File: src/rtl/multicycle_control_pkg.sv
// ============================================================================
// Module   : mc_ctrl_pkg
// Brief    : Shared types and encodings for the RV32I multi-cycle controller.
// Revision : 1.0 - initial release
// ============================================================================
`timescale 1ns/1ps
`default_nettype none

package mc_ctrl_pkg;

  typedef enum logic [3:0] {
    S_IDLE   = 4'd0,
    S_FETCH  = 4'd1,
    S_DECODE = 4'd2,
    S_MEMADR = 4'd3,
    S_MEMRD  = 4'd4,
    S_MEMWB  = 4'd5,
    S_MEMWR  = 4'd6,
    S_EXECR  = 4'd7,
    S_EXECI  = 4'd8,
    S_ALUWB  = 4'd9,
    S_BRANCH = 4'd10,
    S_JAL    = 4'd11,
    S_JALR   = 4'd12,
    S_JLINK  = 4'd13,
    S_LUI    = 4'd14,
    S_TRAP   = 4'd15
  } state_t;

  typedef enum logic [1:0] {
    CLS_OTHER = 2'd0,
    CLS_R     = 2'd1,
    CLS_I     = 2'd2,
    CLS_BR    = 2'd3
  } op_class_t;

  localparam logic [6:0] OP_LOAD   = 7'b0000011;
  localparam logic [6:0] OP_STORE  = 7'b0100011;
  localparam logic [6:0] OP_R      = 7'b0110011;
  localparam logic [6:0] OP_I      = 7'b0010011;
  localparam logic [6:0] OP_BRANCH = 7'b1100011;
  localparam logic [6:0] OP_JAL    = 7'b1101111;
  localparam logic [6:0] OP_JALR   = 7'b1100111;
  localparam logic [6:0] OP_LUI    = 7'b0110111;
  localparam logic [6:0] OP_AUIPC  = 7'b0010111;

  localparam logic [3:0] ALU_ADD  = 4'd0;
  localparam logic [3:0] ALU_SUB  = 4'd1;
  localparam logic [3:0] ALU_XOR  = 4'd2;
  localparam logic [3:0] ALU_AND  = 4'd3;
  localparam logic [3:0] ALU_OR   = 4'd4;
  localparam logic [3:0] ALU_SLL  = 4'd5;
  localparam logic [3:0] ALU_SRL  = 4'd6;
  localparam logic [3:0] ALU_SRA  = 4'd7;
  localparam logic [3:0] ALU_SLT  = 4'd8;
  localparam logic [3:0] ALU_SLTU = 4'd9;

  localparam logic [2:0] IMM_I = 3'b000;
  localparam logic [2:0] IMM_S = 3'b001;
  localparam logic [2:0] IMM_B = 3'b010;
  localparam logic [2:0] IMM_J = 3'b011;
  localparam logic [2:0] IMM_U = 3'b100;

  localparam logic [1:0] RES_ALUOUT = 2'b00;
  localparam logic [1:0] RES_RDATA  = 2'b01;
  localparam logic [1:0] RES_ALU    = 2'b10;
  localparam logic [1:0] RES_IMM    = 2'b11;

  localparam logic [1:0] SRCA_PC    = 2'b00;
  localparam logic [1:0] SRCA_OLDPC = 2'b01;
  localparam logic [1:0] SRCA_RS1   = 2'b10;

  localparam logic [1:0] SRCB_RS2  = 2'b00;
  localparam logic [1:0] SRCB_IMM  = 2'b01;
  localparam logic [1:0] SRCB_FOUR = 2'b10;

  function automatic logic [2:0] imm_src_of(input logic [6:0] opcode);
    logic [2:0] imm;
    imm = IMM_I;
    case (opcode)
      OP_STORE:          imm = IMM_S;
      OP_BRANCH:         imm = IMM_B;
      OP_JAL:            imm = IMM_J;
      OP_LUI, OP_AUIPC:  imm = IMM_U;
      default:           imm = IMM_I;
    endcase
    return imm;
  endfunction

endpackage

`default_nettype wire

File: src/rtl/multicycle_control_if.sv
// ============================================================================
// Module   : multicycle_control_if
// Brief    : Controller <-> datapath/memory signal bundle.
// Revision : 1.0 - initial release
// ============================================================================
`timescale 1ns/1ps
`default_nettype none

interface multicycle_control_if #(
  parameter int ALU_CTRL_W = 4,
  parameter int CNT_W      = 32
);
  logic [31:0]           instr;
  logic                  eq;
  logic                  lt;
  logic                  ltu;
  logic                  mem_ready;
  logic                  mem_req;
  logic                  mem_write;
  logic                  adr_src;
  logic                  ir_write;
  logic                  pc_write;
  logic                  reg_write;
  logic                  pc_lsb_clr;
  logic [1:0]            alu_src_a;
  logic [1:0]            alu_src_b;
  logic [ALU_CTRL_W-1:0] alu_ctrl;
  logic [2:0]            imm_src;
  logic [1:0]            result_src;
  logic                  retire;
  logic [CNT_W-1:0]      instret;
  logic                  illegal;

  modport master (
    input  instr, eq, lt, ltu, mem_ready,
    output mem_req, mem_write, adr_src, ir_write, pc_write, reg_write,
           pc_lsb_clr, alu_src_a, alu_src_b, alu_ctrl, imm_src, result_src,
           retire, instret, illegal
  );

  modport slave (
    output instr, eq, lt, ltu, mem_ready,
    input  mem_req, mem_write, adr_src, ir_write, pc_write, reg_write,
           pc_lsb_clr, alu_src_a, alu_src_b, alu_ctrl, imm_src, result_src,
           retire, instret, illegal
  );
endinterface

`default_nettype wire

File: src/rtl/multicycle_control_alu_decoder.sv
// ============================================================================
// Module   : alu_decoder
// Brief    : Combinational ALU-operation and branch-condition decode.
// Revision : 1.0 - initial release
// ============================================================================
`timescale 1ns/1ps
`default_nettype none

module alu_decoder
  import mc_ctrl_pkg::*;
(
  input  op_class_t   op_class_i,
  input  logic [2:0]  funct3_i,
  input  logic        bit30_i,
  input  logic        eq_i,
  input  logic        lt_i,
  input  logic        ltu_i,
  output logic [3:0]  alu_ctrl_o,
  output logic        branch_taken_o
);

  always_comb begin
    alu_ctrl_o = ALU_ADD;
    if (op_class_i == CLS_BR) begin
      alu_ctrl_o = ALU_SUB;
    end else if (op_class_i == CLS_R || op_class_i == CLS_I) begin
      case (funct3_i)
        // Immediate forms carry imm[10] in bit 30, so only srai may honour it.
        3'b000:  alu_ctrl_o = (op_class_i == CLS_R && bit30_i) ? ALU_SUB : ALU_ADD;
        3'b001:  alu_ctrl_o = ALU_SLL;
        3'b010:  alu_ctrl_o = ALU_SLT;
        3'b011:  alu_ctrl_o = ALU_SLTU;
        3'b100:  alu_ctrl_o = ALU_XOR;
        3'b101:  alu_ctrl_o = bit30_i ? ALU_SRA : ALU_SRL;
        3'b110:  alu_ctrl_o = ALU_OR;
        3'b111:  alu_ctrl_o = ALU_AND;
        default: alu_ctrl_o = ALU_ADD;
      endcase
    end
  end

  always_comb begin
    branch_taken_o = 1'b0;
    if (op_class_i == CLS_BR) begin
      case (funct3_i)
        3'b000:  branch_taken_o = eq_i;
        3'b001:  branch_taken_o = !eq_i;
        3'b100:  branch_taken_o = lt_i;
        3'b101:  branch_taken_o = !lt_i;
        3'b110:  branch_taken_o = ltu_i;
        3'b111:  branch_taken_o = !ltu_i;
        default: branch_taken_o = 1'b0;
      endcase
    end
  end

endmodule

`default_nettype wire

File: src/rtl/multicycle_control.sv
// ============================================================================
// Module   : multicycle_control
// Brief    : RV32I multi-cycle sequencer; ILLEGAL_TRAP_EN selects trap-on-
//            unknown-opcode instead of NOP retirement.
// Revision : 1.0 - initial release
// ============================================================================
`timescale 1ns/1ps
`default_nettype none

module multicycle_control
  import mc_ctrl_pkg::*;
#(
  parameter int ALU_CTRL_W = 4,
  parameter int CNT_W      = 32
) (
  input  logic                 clk,
  input  logic                 rst_n,
  multicycle_control_if.master bus
);

  state_t           state_q, state_d;
  logic [CNT_W-1:0] instret_q;

  logic [6:0] w_opcode;
  logic [2:0] w_funct3;
  logic       w_bit30;
  logic       w_unused_instr;
  op_class_t  w_class;
  logic [3:0] w_dec_alu;
  logic       w_taken;

  logic       w_mem_req, w_mem_write, w_adr_src, w_ir_write, w_pc_write;
  logic       w_reg_write, w_pc_lsb_clr, w_retire;
  logic [1:0] w_src_a, w_src_b, w_res;
  logic [3:0] w_alu;
  logic [2:0] w_imm;

  assign w_opcode       = bus.instr[6:0];
  assign w_funct3       = bus.instr[14:12];
  assign w_bit30        = bus.instr[30];
  assign w_unused_instr = ^{bus.instr[31], bus.instr[29:15], bus.instr[11:7]};

  always_comb begin
    case (state_q)
      S_EXECR:  w_class = CLS_R;
      S_EXECI:  w_class = CLS_I;
      S_BRANCH: w_class = CLS_BR;
      default:  w_class = CLS_OTHER;
    endcase
  end

  alu_decoder u_alu_decoder (
    .op_class_i     (w_class),
    .funct3_i       (w_funct3),
    .bit30_i        (w_bit30),
    .eq_i           (bus.eq),
    .lt_i           (bus.lt),
    .ltu_i          (bus.ltu),
    .alu_ctrl_o     (w_dec_alu),
    .branch_taken_o (w_taken)
  );

  // Outputs decode from the state register; only FETCH/MEMRD/MEMWR look at
  // mem_ready and only BRANCH looks at the comparator flags.
  always_comb begin
    state_d      = state_q;
    w_mem_req    = 1'b0;
    w_mem_write  = 1'b0;
    w_adr_src    = 1'b0;
    w_ir_write   = 1'b0;
    w_pc_write   = 1'b0;
    w_reg_write  = 1'b0;
    w_pc_lsb_clr = 1'b0;
    w_src_a      = SRCA_PC;
    w_src_b      = SRCB_RS2;
    w_alu        = ALU_ADD;
    w_imm        = IMM_I;
    w_res        = RES_ALUOUT;
    w_retire     = 1'b0;
    case (state_q)
      S_IDLE: state_d = S_FETCH;
      S_FETCH: begin
        w_mem_req = 1'b1;
        w_src_b   = SRCB_FOUR;
        w_res     = RES_ALU;
        if (bus.mem_ready) begin
          w_ir_write = 1'b1;
          w_pc_write = 1'b1;
          state_d    = S_DECODE;
        end
      end
      S_DECODE: begin
        w_src_a = SRCA_OLDPC;
        w_src_b = SRCB_IMM;
        w_imm   = imm_src_of(w_opcode);
        case (w_opcode)
          OP_LOAD, OP_STORE: state_d = S_MEMADR;
          OP_R:              state_d = S_EXECR;
          OP_I:              state_d = S_EXECI;
          OP_BRANCH:         state_d = S_BRANCH;
          OP_JAL:            state_d = S_JAL;
          OP_JALR:           state_d = S_JALR;
          OP_LUI:            state_d = S_LUI;
          OP_AUIPC:          state_d = S_ALUWB;
          default: begin
`ifdef ILLEGAL_TRAP_EN
            state_d = S_TRAP;
`else
            state_d  = S_FETCH;
            w_retire = 1'b1;
`endif
          end
        endcase
      end
      S_MEMADR: begin
        w_src_a = SRCA_RS1;
        w_src_b = SRCB_IMM;
        w_imm   = imm_src_of(w_opcode);
        state_d = (w_opcode == OP_STORE) ? S_MEMWR : S_MEMRD;
      end
      S_MEMRD: begin
        w_mem_req = 1'b1;
        w_adr_src = 1'b1;
        if (bus.mem_ready) state_d = S_MEMWB;
      end
      S_MEMWB: begin
        w_res       = RES_RDATA;
        w_reg_write = 1'b1;
        w_retire    = 1'b1;
        state_d     = S_FETCH;
      end
      S_MEMWR: begin
        w_mem_req   = 1'b1;
        w_mem_write = 1'b1;
        w_adr_src   = 1'b1;
        if (bus.mem_ready) begin
          w_retire = 1'b1;
          state_d  = S_FETCH;
        end
      end
      S_EXECR: begin
        w_src_a = SRCA_RS1;
        w_src_b = SRCB_RS2;
        w_alu   = w_dec_alu;
        state_d = S_ALUWB;
      end
      S_EXECI: begin
        w_src_a = SRCA_RS1;
        w_src_b = SRCB_IMM;
        w_imm   = imm_src_of(w_opcode);
        w_alu   = w_dec_alu;
        state_d = S_ALUWB;
      end
      S_ALUWB: begin
        w_reg_write = 1'b1;
        w_retire    = 1'b1;
        state_d     = S_FETCH;
      end
      S_BRANCH: begin
        w_src_a    = SRCA_RS1;
        w_src_b    = SRCB_RS2;
        w_alu      = w_dec_alu;
        w_pc_write = w_taken;
        w_retire   = 1'b1;
        state_d    = S_FETCH;
      end
      S_JAL: begin
        w_src_a    = SRCA_OLDPC;
        w_src_b    = SRCB_FOUR;
        w_pc_write = 1'b1;
        state_d    = S_ALUWB;
      end
      S_JALR: begin
        w_src_a      = SRCA_RS1;
        w_src_b      = SRCB_IMM;
        w_imm        = imm_src_of(w_opcode);
        w_res        = RES_ALU;
        w_pc_write   = 1'b1;
        w_pc_lsb_clr = 1'b1;
        state_d      = S_JLINK;
      end
      S_JLINK: begin
        w_src_a = SRCA_OLDPC;
        w_src_b = SRCB_FOUR;
        state_d = S_ALUWB;
      end
      S_LUI: begin
        w_imm       = imm_src_of(w_opcode);
        w_res       = RES_IMM;
        w_reg_write = 1'b1;
        w_retire    = 1'b1;
        state_d     = S_FETCH;
      end
      S_TRAP:  state_d = S_TRAP;
      default: state_d = S_IDLE;
    endcase
  end

`ifdef ILLEGAL_TRAP_EN
  logic illegal_q;

  always_ff @(posedge clk or negedge rst_n) begin
    if (!rst_n) begin
      state_q   <= S_IDLE;
      instret_q <= '0;
      illegal_q <= 1'b0;
    end else begin
      state_q <= state_d;
      if (w_retire) instret_q <= instret_q + CNT_W'(1);
      if (state_d == S_TRAP) illegal_q <= 1'b1;
    end
  end

  assign bus.illegal = illegal_q;
`else
  always_ff @(posedge clk or negedge rst_n) begin
    if (!rst_n) begin
      state_q   <= S_IDLE;
      instret_q <= '0;
    end else begin
      state_q <= state_d;
      if (w_retire) instret_q <= instret_q + CNT_W'(1);
    end
  end

  assign bus.illegal = 1'b0;
`endif

  assign bus.mem_req    = w_mem_req;
  assign bus.mem_write  = w_mem_write;
  assign bus.adr_src    = w_adr_src;
  assign bus.ir_write   = w_ir_write;
  assign bus.pc_write   = w_pc_write;
  assign bus.reg_write  = w_reg_write;
  assign bus.pc_lsb_clr = w_pc_lsb_clr;
  assign bus.alu_src_a  = w_src_a;
  assign bus.alu_src_b  = w_src_b;
  assign bus.alu_ctrl   = ALU_CTRL_W'(w_alu);
  assign bus.imm_src    = w_imm;
  assign bus.result_src = w_res;
  assign bus.retire     = w_retire;
  assign bus.instret    = instret_q;

endmodule

`default_nettype wire

File: src/flat_wrapper.sv
// flat-port wrapper written by rule: the top's interface ports become plain ports
module multicycle_control_flat import mc_ctrl_pkg::*;
#(
  parameter int ALU_CTRL_W = 4,
  parameter int CNT_W      = 32
)
  (clk, rst_n, bus_instr, bus_eq, bus_lt, bus_ltu, bus_mem_ready, bus_mem_req, bus_mem_write, bus_adr_src, bus_ir_write, bus_pc_write, bus_reg_write, bus_pc_lsb_clr, bus_alu_src_a, bus_alu_src_b, bus_alu_ctrl, bus_imm_src, bus_result_src, bus_retire, bus_instret, bus_illegal);
  multicycle_control_if #(.ALU_CTRL_W(ALU_CTRL_W), .CNT_W(CNT_W)) bus_i ();
  input  logic clk;
  input  logic rst_n;
  input wire logic [$bits(bus_i.instr)-1:0] bus_instr;
  input wire logic [$bits(bus_i.eq)-1:0] bus_eq;
  input wire logic [$bits(bus_i.lt)-1:0] bus_lt;
  input wire logic [$bits(bus_i.ltu)-1:0] bus_ltu;
  input wire logic [$bits(bus_i.mem_ready)-1:0] bus_mem_ready;
  output wire logic [$bits(bus_i.mem_req)-1:0] bus_mem_req;
  output wire logic [$bits(bus_i.mem_write)-1:0] bus_mem_write;
  output wire logic [$bits(bus_i.adr_src)-1:0] bus_adr_src;
  output wire logic [$bits(bus_i.ir_write)-1:0] bus_ir_write;
  output wire logic [$bits(bus_i.pc_write)-1:0] bus_pc_write;
  output wire logic [$bits(bus_i.reg_write)-1:0] bus_reg_write;
  output wire logic [$bits(bus_i.pc_lsb_clr)-1:0] bus_pc_lsb_clr;
  output wire logic [$bits(bus_i.alu_src_a)-1:0] bus_alu_src_a;
  output wire logic [$bits(bus_i.alu_src_b)-1:0] bus_alu_src_b;
  output wire logic [$bits(bus_i.alu_ctrl)-1:0] bus_alu_ctrl;
  output wire logic [$bits(bus_i.imm_src)-1:0] bus_imm_src;
  output wire logic [$bits(bus_i.result_src)-1:0] bus_result_src;
  output wire logic [$bits(bus_i.retire)-1:0] bus_retire;
  output wire logic [$bits(bus_i.instret)-1:0] bus_instret;
  output wire logic [$bits(bus_i.illegal)-1:0] bus_illegal;
  assign bus_i.instr = bus_instr;
  assign bus_i.eq = bus_eq;
  assign bus_i.lt = bus_lt;
  assign bus_i.ltu = bus_ltu;
  assign bus_i.mem_ready = bus_mem_ready;
  assign bus_mem_req = bus_i.mem_req;
  assign bus_mem_write = bus_i.mem_write;
  assign bus_adr_src = bus_i.adr_src;
  assign bus_ir_write = bus_i.ir_write;
  assign bus_pc_write = bus_i.pc_write;
  assign bus_reg_write = bus_i.reg_write;
  assign bus_pc_lsb_clr = bus_i.pc_lsb_clr;
  assign bus_alu_src_a = bus_i.alu_src_a;
  assign bus_alu_src_b = bus_i.alu_src_b;
  assign bus_alu_ctrl = bus_i.alu_ctrl;
  assign bus_imm_src = bus_i.imm_src;
  assign bus_result_src = bus_i.result_src;
  assign bus_retire = bus_i.retire;
  assign bus_instret = bus_i.instret;
  assign bus_illegal = bus_i.illegal;
  multicycle_control #(.ALU_CTRL_W(ALU_CTRL_W), .CNT_W(CNT_W)) u_core (.clk(clk), .rst_n(rst_n), .bus(bus_i));
endmodule
File: config.mk
export PLATFORM = sky130hd
export DESIGN_NAME = multicycle_control_flat
export DESIGN_NICKNAME = d
export VERILOG_FILES = /design/src/rtl/multicycle_control_pkg.sv /design/src/rtl/multicycle_control_if.sv /design/src/rtl/multicycle_control_alu_decoder.sv /design/src/rtl/multicycle_control.sv /design/src/flat_wrapper.sv
export SDC_FILE = /design/constraint.sdc
export NUM_CORES = 1
export LEC_CHECK = 0
export CORE_AREA = 2 2 81 83
export CTS_CLUSTER_DIAMETER = 100
export CTS_CLUSTER_SIZE = 28
export DETAILED_ROUTE_END_ITERATION = 7
export DIE_AREA = 0 0 83 85
export PLACE_DENSITY = 0.75
export SYNTH_ARGS = -nofsm -noshare
export SYNTH_HDL_FRONTEND = slang
export SYNTH_SLANG_ARGS = --single-unit
File: constraint.sdc
create_clock -name clk -period 2.15 [get_ports clk]
set_clock_uncertainty 0.15 [all_clocks]
set_input_delay 0.215 -clock clk [delete_from_list [all_inputs] [get_ports clk]]
set_output_delay 0.215 -clock clk [all_outputs]
set_load 0.1 [all_outputs]
After elaboration in Yosys (flattened, before gate mapping). Index checks and enable logic that the tools add are counted.

Word-level logic and storage cells: 95. Output and inout bits: 54. Bits in registers: 36. Input bits: 38.

Add/subtract/negate cells: 1. Reductions and logical operators: 25. Mux-type cells: 30. Eq/ne operators: 37.

Operator list (count): $pmux W4 S8 (2); $pmux W4 S9 (1); $add A32 B1 Y32 const B (1); $eq A4 B4 Y1 const B (8); $mux W4 (6); $eq A7 B6 Y1 const B (3); $eq A7 B7 Y1 const B (3); $eq A4 B3 Y1 const B (4); $reduce_or A3 Y1 (5); $reduce_or A5 Y1 (3); $eq A7 B5 Y1 const B (2); $eq A3 B3 Y1 const B (4); $pmux W2 S3 (2); $pmux W3 S4 (1); $reduce_or A4 Y1 (3); $mux W1 (11); $reduce_or A2 Y1 (5); $reduce_or A9 Y1 (1); $eq A4 B2 Y1 const B (2); $pmux W2 S2 (2); $eq A7 B2 Y1 const B (1); $eq A3 B2 Y1 const B (2); $ne A2 B2 Y1 const B (3); $pmux W1 S3 (2); other kinds (13) (16).

Logic depth before layout (Yosys ltp). Gate-level depths: netlist of run 1.

Word-level depth: 9. Gate-level depth with buffers: 11. Gate-level depth less buffers: 10.

Hierarchy. A second synthesis of run 1 with hierarchy kept.

Cells, all modules: 273. Area, all modules: 2448.6 µm².

By module, submodules not included: multicycle_control (area each 2277.2 µm², cells an instance 250, seq. area each 900.9 µm², times used 1); alu_decoder (area each 171.4 µm², cells an instance 23, seq. area each 0.0 µm², times used 1).

Worst setup path after synthesis of run 1. OpenSTA, ideal clock, no wires.

Path kind: flip-flop to output port. Start: reg u_core.state_q[2]. End: out bus_alu_ctrl[3]. Stages on the path, launching flop included: 9. Setup slack: -2125 ps. Arrival: 3910 ps. Buffers on the path: 1. Path through: dfrtp_1 -> buf_2 -> or3_1 -> inv_2 -> a21oi_1 -> nor2b_1 -> ha_1 -> or3_1 -> nor3_1.

Cells in the longest elaborated chain, start to end: 7. Elaborated cells on any way between the ends: 12. Those cells by class: 6 x eq/ne; 4 x mux; 2 x reduce/logical.

Ends and longest elaborated chain: start, declared (line multicycle_control.sv:21) `state_t state_q, state_d;`; start signal, assigned (line multicycle_control.sv:221) `state_q <= state_d;`; $eq A4 B4 Y1 or $eq A4 B3 Y1 (tied branches) (line multicycle_control.sv:44, multicycle_control.sv:80); $pmux W2 S3 (line multicycle_control.sv:44) `case (state_q)`; $eq A2 B1 Y1 or $eq A2 B2 Y1 (tied branches) (line multicycle_control_alu_decoder.sv:26) `end else if (op_class_i == CLS_R || op_class_i == CLS_I) begin`; $logic_or A1 B1 Y1 (line multicycle_control_alu_decoder.sv:26); $mux W4 (line multicycle_control_alu_decoder.sv:26); $mux W4 (line multicycle_control_alu_decoder.sv:24) `if (op_class_i == CLS_BR) begin`; $mux W4 (*) (line multicycle_control.sv:80) `case (state_q)`; end, declared (line flat_wrapper.sv:25) `output wire logic [$bits(bus_i.alu_ctrl)-1:0] bus_alu_ctrl;`.

Mark *: on every way between the ends. The rest lies on a longest branch, timed or not.

Final worst setup path of run 1.
Start: reg u_core.state_q[3]. End: out bus_alu_ctrl[3].

Same word-level chain as after synthesis.

==> impl_metrics.json, run 1 <==
{
  "outcome": "finished, violations left",
  "violations": "setup timing",
  "fmax_mhz": 354,
  "num_rows": 29,
  "p_leak_nw": 2.16,
  "cts_hold_buf": 0,
  "fin_crit_ns": 2.82,
  "r2r_start": "u_core.state_q[0]$_DFFE_PN0P_",
  "numPortBuffers": 69,
  "synth-edff-count": 0,
  "fin_ws_ns": -0.675,
  "vias": 2592,
  "die_width_um": 83,
  "routabilityCongestion": 0.813,
  "holdWs_ns": 0.184,
  "dp_hpwl_um": 5170,
  "antenna_found_initial": 0,
  "fin_total_pwr_mw": 5.66,
  "rr_worst_depth": 8,
  "rrSetupSlack_ns": -0.10,
  "cts_sinks": 36,
  "first_global_vias": 2555,
  "synth_area_leaders": "dfrtp_1, xor2_1, nor4_2, nand2_1, xnor2_1",
  "slowest_delay_ns": 0.44,
  "cts_tree": "yes",
  "synth_warnings": 0,
  "required_ns": 1.78,
  "drcViolationCount": 0,
  "grt_pass1_wl_um": 12600,
  "grt.total_usage_pct": 21.6,
  "cp_max_fo": 3,
  "hp-class": "in2async",
  "yosys_most_used_dff": "dfrtp_1",
  "vdd_drop_max_mv": 1.23,
  "wl_um": 8000,
  "async_flop_share_pct": 100,
  "min_period_over_period_pct": 131,
  "yosysTopAreaCell": "dfrtp_1",
  "worstSkewPairLatency_ns": 0.29,
  "dpl_cell_area_mm2": 0.00384,
  "synth_area_per_cell_um2": 9.04,
  "viasPerCell": 5.53,
  "final_area_mm2": 0.00447,
  "max_cap_viol_count": 0,
  "final_antenna_net_count": 0,
  "startpoint_type": "register",
  "synth_area_mm2": 0.00248,
  "slowest_stage": "or3_4",
  "root_buffer": "clkbuf_8",
  "power_density_mw_per_mm2": 1260,
  "cts_buffers": 5,
  "drt-pass1-iter-count": 4,
  "timing.rr.end": "u_core.bus.instret[8]$_DFFE_PN0P_",
  "dpl.cell_count": 443,
  "drv_slew": 0,
  "crit_chain": "inv_2, or3_4, inv_2, a21oi_2, nor2b_2, ha_1, or3_4, nor3_4, buf_12",
  "post_drt_wl_per_cell_um": 17.1,
  "die_h_um": 85,
  "clockBufferDepth": 2,
  "initial_core_util_pct": 39.9,
  "final_nets": 432,
  "crit_start": "u_core.state_q[3]$_DFFE_PN0P_",
  "path_clk_slew_ns": 0.07,
  "rsz0062_at_grt": "yes",
  "syn_nets": 315,
  "finalSetupTns_ns": -3.12,
  "synth_top_area_share_pct": 36.4,
  "grt_overflow_total": 0,
  "core-area_mm2": 0.00620,
  "final_hold_viol_count": 0,
  "instances_no_fill": 469,
  "path_delay_family": "simple AND/OR/NAND/NOR gates",
  "diodes": 0,
  "crit_buf_inv": 3,
  "io_pins": 92,
  "critPathArrivalTime_ns": 2.46,
  "ys_ff_latch": 36,
  "synth.distinct_cells": 53,
  "grt_max_degree": 37,
  "area_growth_pct": 80.7,
  "drive_above_1_share_pct": 55.1,
  "setup_viol_count_final": 11,
  "synth_cells": 274,
  "h-tree-depth": 2,
  "yosysSeqAreaShare_pct": 36.4,
  "crit_type": "reg2out",
  "end_kind": "output port",
  "die-area_mm2": 0.00706,
  "drt_iter0_drc": 86
}
-- worst reg2reg max path, stage by stage (launching register included) --
cell     delay [ns]
dfrtp_1        0.38
buf_4          0.15
buf_12         0.13
nor4b_4        0.36
a41oi_4        0.20
buf_12         0.18
buf_12         0.14
nor4b_4        0.28
xor2_1         0.20
-- registers in the layout, indices dropped and copies added (netlist names) --
signal              flops
u_core.bus.instret     32
u_core.state_q          4
-- synthesized netlist by cell type, types with 2 or more instances --
cell and count:
nor2_1 15, nand3b_1 2, or3_1 3, xnor2_1 9, nand2_1 26, a21oi_1 12, o22ai_1 2, buf_4 2
nand2b_1 6, nor2b_1 8, nand3_1 14, inv_1 7, o21ai_0 12, nor4_1 4, nor4_2 8, nor4b_1 2
nand3_2 2, and3_1 4, nor4b_2 2, and2_1 4, nor3b_1 2, xor2_1 25, ha_1 3, nor3_1 13
buf_2 4, o31ai_1 2, a31oi_1 2, clkbuf_1 7, dfrtp_1 36, o32ai_1 2, mux2i_1 2, nand4_1 10
inv_2 2
-- area by class of cell --
cell class              count  area, um^2
inverters                   9        36.3
clock buffers               6        82.6
multi-input cells         214        1960
flip-flops and latches     36         953
clock inverters             2        10.0
well taps                  77        96.3
fillers                   422        1730
repair buffers            125        1340
-- how the worst max path moves through the flow --
| stage | end | slack (ns) | cells after the start |
|---|---|---|---|
| final | bus_alu_ctrl[3] | -0.67 | 9 |
| after global routing | bus_alu_ctrl[3] | -0.78 | 9 |
| after CTS | bus_alu_ctrl[3] | -0.64 | 9 |
| after detailed placement | bus_alu_ctrl[3] | -0.34 | 8 |
| after global placement | bus_alu_ctrl[3] | -0.32 | 8 |
| after floorplan | bus_alu_ctrl[3] | -0.89 | 8 |
-- where the power goes --
group	internal [mW]	total (mW)	switching (mW)
Clock	0.256	0.497	0.242
Sequential	0.783	0.878	0.0958
Combinational	1.59	4.28	2.70
-- repair_timing --
| item | in CTS | in global routing |
|---|---|---|
| buffers inserted | 11 | 8 |
| gates cloned | 1 | 1 |
| resized for setup | 36 | 45 |
| pin swaps | 17 | 37 |
| setup endpoints to repair | 32 | 33 |
-- logic make-up (layout without fill, tap and decap cells) --
family,count (synthesis),count (layout),synth area share [%]
XOR/XNOR,34,34,12.0
AND/OR/NAND/NOR,133,133,33.2
adder cells (fa/ha/maj),3,3,1.52
multiplexers,2,2,0.809
buffers and inverters,24,142,4.45
AO/OA/AOI/OAI,41,41,11.4
other,1,1,0.151
flip-flops,36,36,36.4
-- stage by stage --
stage / worst slack (ns) / util [%]
6_report: -0.675 / 72.1
5_1_grt: -0.785 / 72.1
4_1_cts: -0.641 / 68.3
3_5_place_dp: -0.341 / 61.9
3_3_place_gp: -0.319 / 61.9
2_1_floorplan: -0.886 / -
-- metal layers --
metal  wire length [um]  part of all wire (%)  vias up  global-route usage, %
li1                   -                     -     1219                      -
met1               3350                    42     1268                   26.9
met2               4180                    52       92                   38.6
met3                351                   4.4       13                   3.21
met4                113                   1.4        0                   6.71
met5                  0                     0        -                      0
-- cell usage in the layout, fill, tap and decap left out, drive strengths merged, types with 2 or more instances in the layout --
master         instances
nor3b                  2
nand3                 16
inv                    9
or3                    3
a31oi                  2
or2                    2
nand2                 26
nand4                 11
o21ai                 12
clkdlybuf4s50         14
and2                   5
nor3                  13
nand2b                 6
nor4                  13
mux2i                  2
nand3b                 2
o31ai                  2
and3                   4
o22ai                  2
nor4b                  5
clkbuf                 7
dlymetal6s2s           2
a21oi                 12
nor2b                  8
xnor2                  9
ha                     3
o32ai                  2
buf                  108
clkinv                 2
xor2                  25
dfrtp                 36
nor2                  15
(Power assumes the default switching activity.)
==> inputs of run 2 (changes only) <==
--- a/config.mk
+++ b/config.mk
@@ -5,12 +5,13 @@
 export SDC_FILE = /design/constraint.sdc
 export NUM_CORES = 1
 export LEC_CHECK = 0
-export CORE_AREA = 2 2 81 83
+export CAP_MARGIN = 20
+export CORE_AREA = 2 2 74 91
 export CTS_CLUSTER_DIAMETER = 100
 export CTS_CLUSTER_SIZE = 28
 export DETAILED_ROUTE_END_ITERATION = 7
-export DIE_AREA = 0 0 83 85
-export PLACE_DENSITY = 0.75
+export DIE_AREA = 0 0 76 93
+export PLACE_DENSITY = 0.74
 export SYNTH_ARGS = -nofsm -noshare
 export SYNTH_HDL_FRONTEND = slang
 export SYNTH_SLANG_ARGS = --single-unit
==> impl_metrics.json, run 2 (synthesized netlist as in run 1, its figures left out) <==
{
  "outcome": "finished, violations left",
  "violations": "setup timing",
  "final_antenna_net_count": 0,
  "diodes": 0,
  "viasPerCell": 5.42,
  "drive_above_1_share_pct": 56.4,
  "die_width_um": 76,
  "post-place-ws_ns": -0.378,
  "cts_hold_buf": 0,
  "numPortBuffers": 69,
  "dp_hpwl_um": 5010,
  "num_rows": 32,
  "p_leak_nw": 2.18,
  "core-area_mm2": 0.00621,
  "final_hold_viol_count": 0,
  "startpoint_type": "register",
  "min_period_over_period_pct": 128,
  "fmax_mhz": 362,
  "h-tree-depth": 2,
  "layout_commonest_cell": "buf_4",
  "antenna_found_initial": 0,
  "rsz0062_at_grt": "yes",
  "power_density_mw_per_mm2": 1300,
  "largest_reg_flops": 32,
  "routabilityCongestion": 0.810,
  "vdd_drop_max_mv": 1.20,
  "root_buffer": "clkbuf_8",
  "cts_buffers": 5,
  "vias": 2634,
  "hp-class": "in2async",
  "first_global_vias": 2605,
  "maxSlewHeadroom_pct": 58.7,
  "initial_core_util_pct": 39.9,
  "layout_common_cells": "buf_4, buf_12, xor2_1",
  "cts_tree": "yes",
  "cp_max_fo": 3,
  "post-route-util_pct": 74.2,
  "dpl.cell_count": 457,
  "fin_total_pwr_mw": 6.00,
  "wl_um": 7710,
  "final_nets": 441,
  "end_kind": "output port",
  "io_pins": 92,
  "worstSkewPairLatency_ns": 0.29,
  "max_cap_viol_count": 0,
  "fin_crit_ns": 2.76,
  "drt_iter0_drc": 77,
  "drcViolationCount": 0,
  "fin_ws_ns": -0.610,
  "finalSetupTns_ns": -5.78,
  "worst_pin_slew_ns": 0.620,
  "holdWs_ns": 0.184,
  "die_h_um": 93,
  "cts_sinks": 36,
  "clockBufferDepth": 2,
  "area_growth_pct": 85.9,
  "grt_max_degree": 37,
  "required_ns": 1.78,
  "drv_slew": 0,
  "setup_viol_count_final": 43,
  "grt.total_usage_pct": 21.8,
  "path_clk_slew_ns": 0.07,
  "post_drt_wl_per_cell_um": 15.9,
  "dpl_cell_area_mm2": 0.00388,
  "crit_type": "reg2out",
  "instances_no_fill": 486,
  "grt_overflow_total": 0,
  "critPathArrivalTime_ns": 2.40,
  "final_area_mm2": 0.00460,
  "grt_pass1_wl_um": 12600,
  "die-area_mm2": 0.00707,
  "drt-pass1-iter-count": 4
}
## run 2: changes by cell type in the layout (fill, tap and decap cells not counted), sizes merged
cell | before | now
dlymetal6s2s | 2 | 0
clkdlybuf4s50 | 14 | 16
buf | 108 | 118
clkbuf | 7 | 6
## run 2: critical path, stage by stage, from the launching register on
cell and delay [ns]:
dfrtp_1 0.39, or3_4 0.40, inv_2 0.07, a21oi_2 0.03, nor2b_1 0.16, ha_1 0.27
or3_4 0.42, nor3_4 0.17, buf_12 0.20
## run 2: final timing paths
| kind | from | slack (ns) | to | cells after the start |
|---|---|---|---|---|
| setup / recovery | u_core.state_q[0]$_DFFE_PN0P_ | -0.61 | bus_alu_ctrl[3] | 8 |
| hold / removal | rst_n | 0.18 | u_core.bus.instret[29]$_DFFE_PN0P_ | 2 |
| setup reg to reg | u_core.state_q[0]$_DFFE_PN0P_ | -0.20 | u_core.bus.instret[14]$_DFFE_PN0P_ | 11 |
| hold reg to reg | u_core.bus.instret[31]$_DFFE_PN0P_ | 0.32 | u_core.bus.instret[31]$_DFFE_PN0P_ | 1 |
| max in group asynchronous | rst_n | 1.29 | u_core.bus.instret[7]$_DFFE_PN0P_ | 2 |
| min in group clk | u_core.bus.instret[31]$_DFFE_PN0P_ | 0.32 | u_core.bus.instret[31]$_DFFE_PN0P_ | 1 |
## run 2: cell type report
type	count	area, um^2
tap	85	106
clock inverter	2	10.0
inverter	9	36.3
sequential	36	953
multi-input combinational	214	1990
clock buffer	6	82.6
fill	437	1600
timing repair buffer	134	1420
## run 2: metal layers
metal | routed length, um | vias to the layer above | GRT usage [%]
li1 | - | 1228 | -
met1 | 3050 | 1308 | 24.8
met2 | 4150 | 83 | 40.6
met3 | 356 | 15 | 4.44
met4 | 160 | 0 | 7.88
met5 | 0 | - | 0
## run 2: timing repair
item | CTS | global route
setup buffers | 19 | 11
pin swaps | 38 | 22
gates resized for setup | 52 | 46
cloned | 1 | 0
endpoints found under the setup margin | 33 | 50
endpoints found under the hold margin | 0 | 0
## run 2: report_power, final
part           total, mW  internal, mW  switching (mW)
clock network      0.499         0.256           0.243
logic               4.62          1.84            2.78
registers          0.878         0.783          0.0950
total               6.00          2.87            3.12
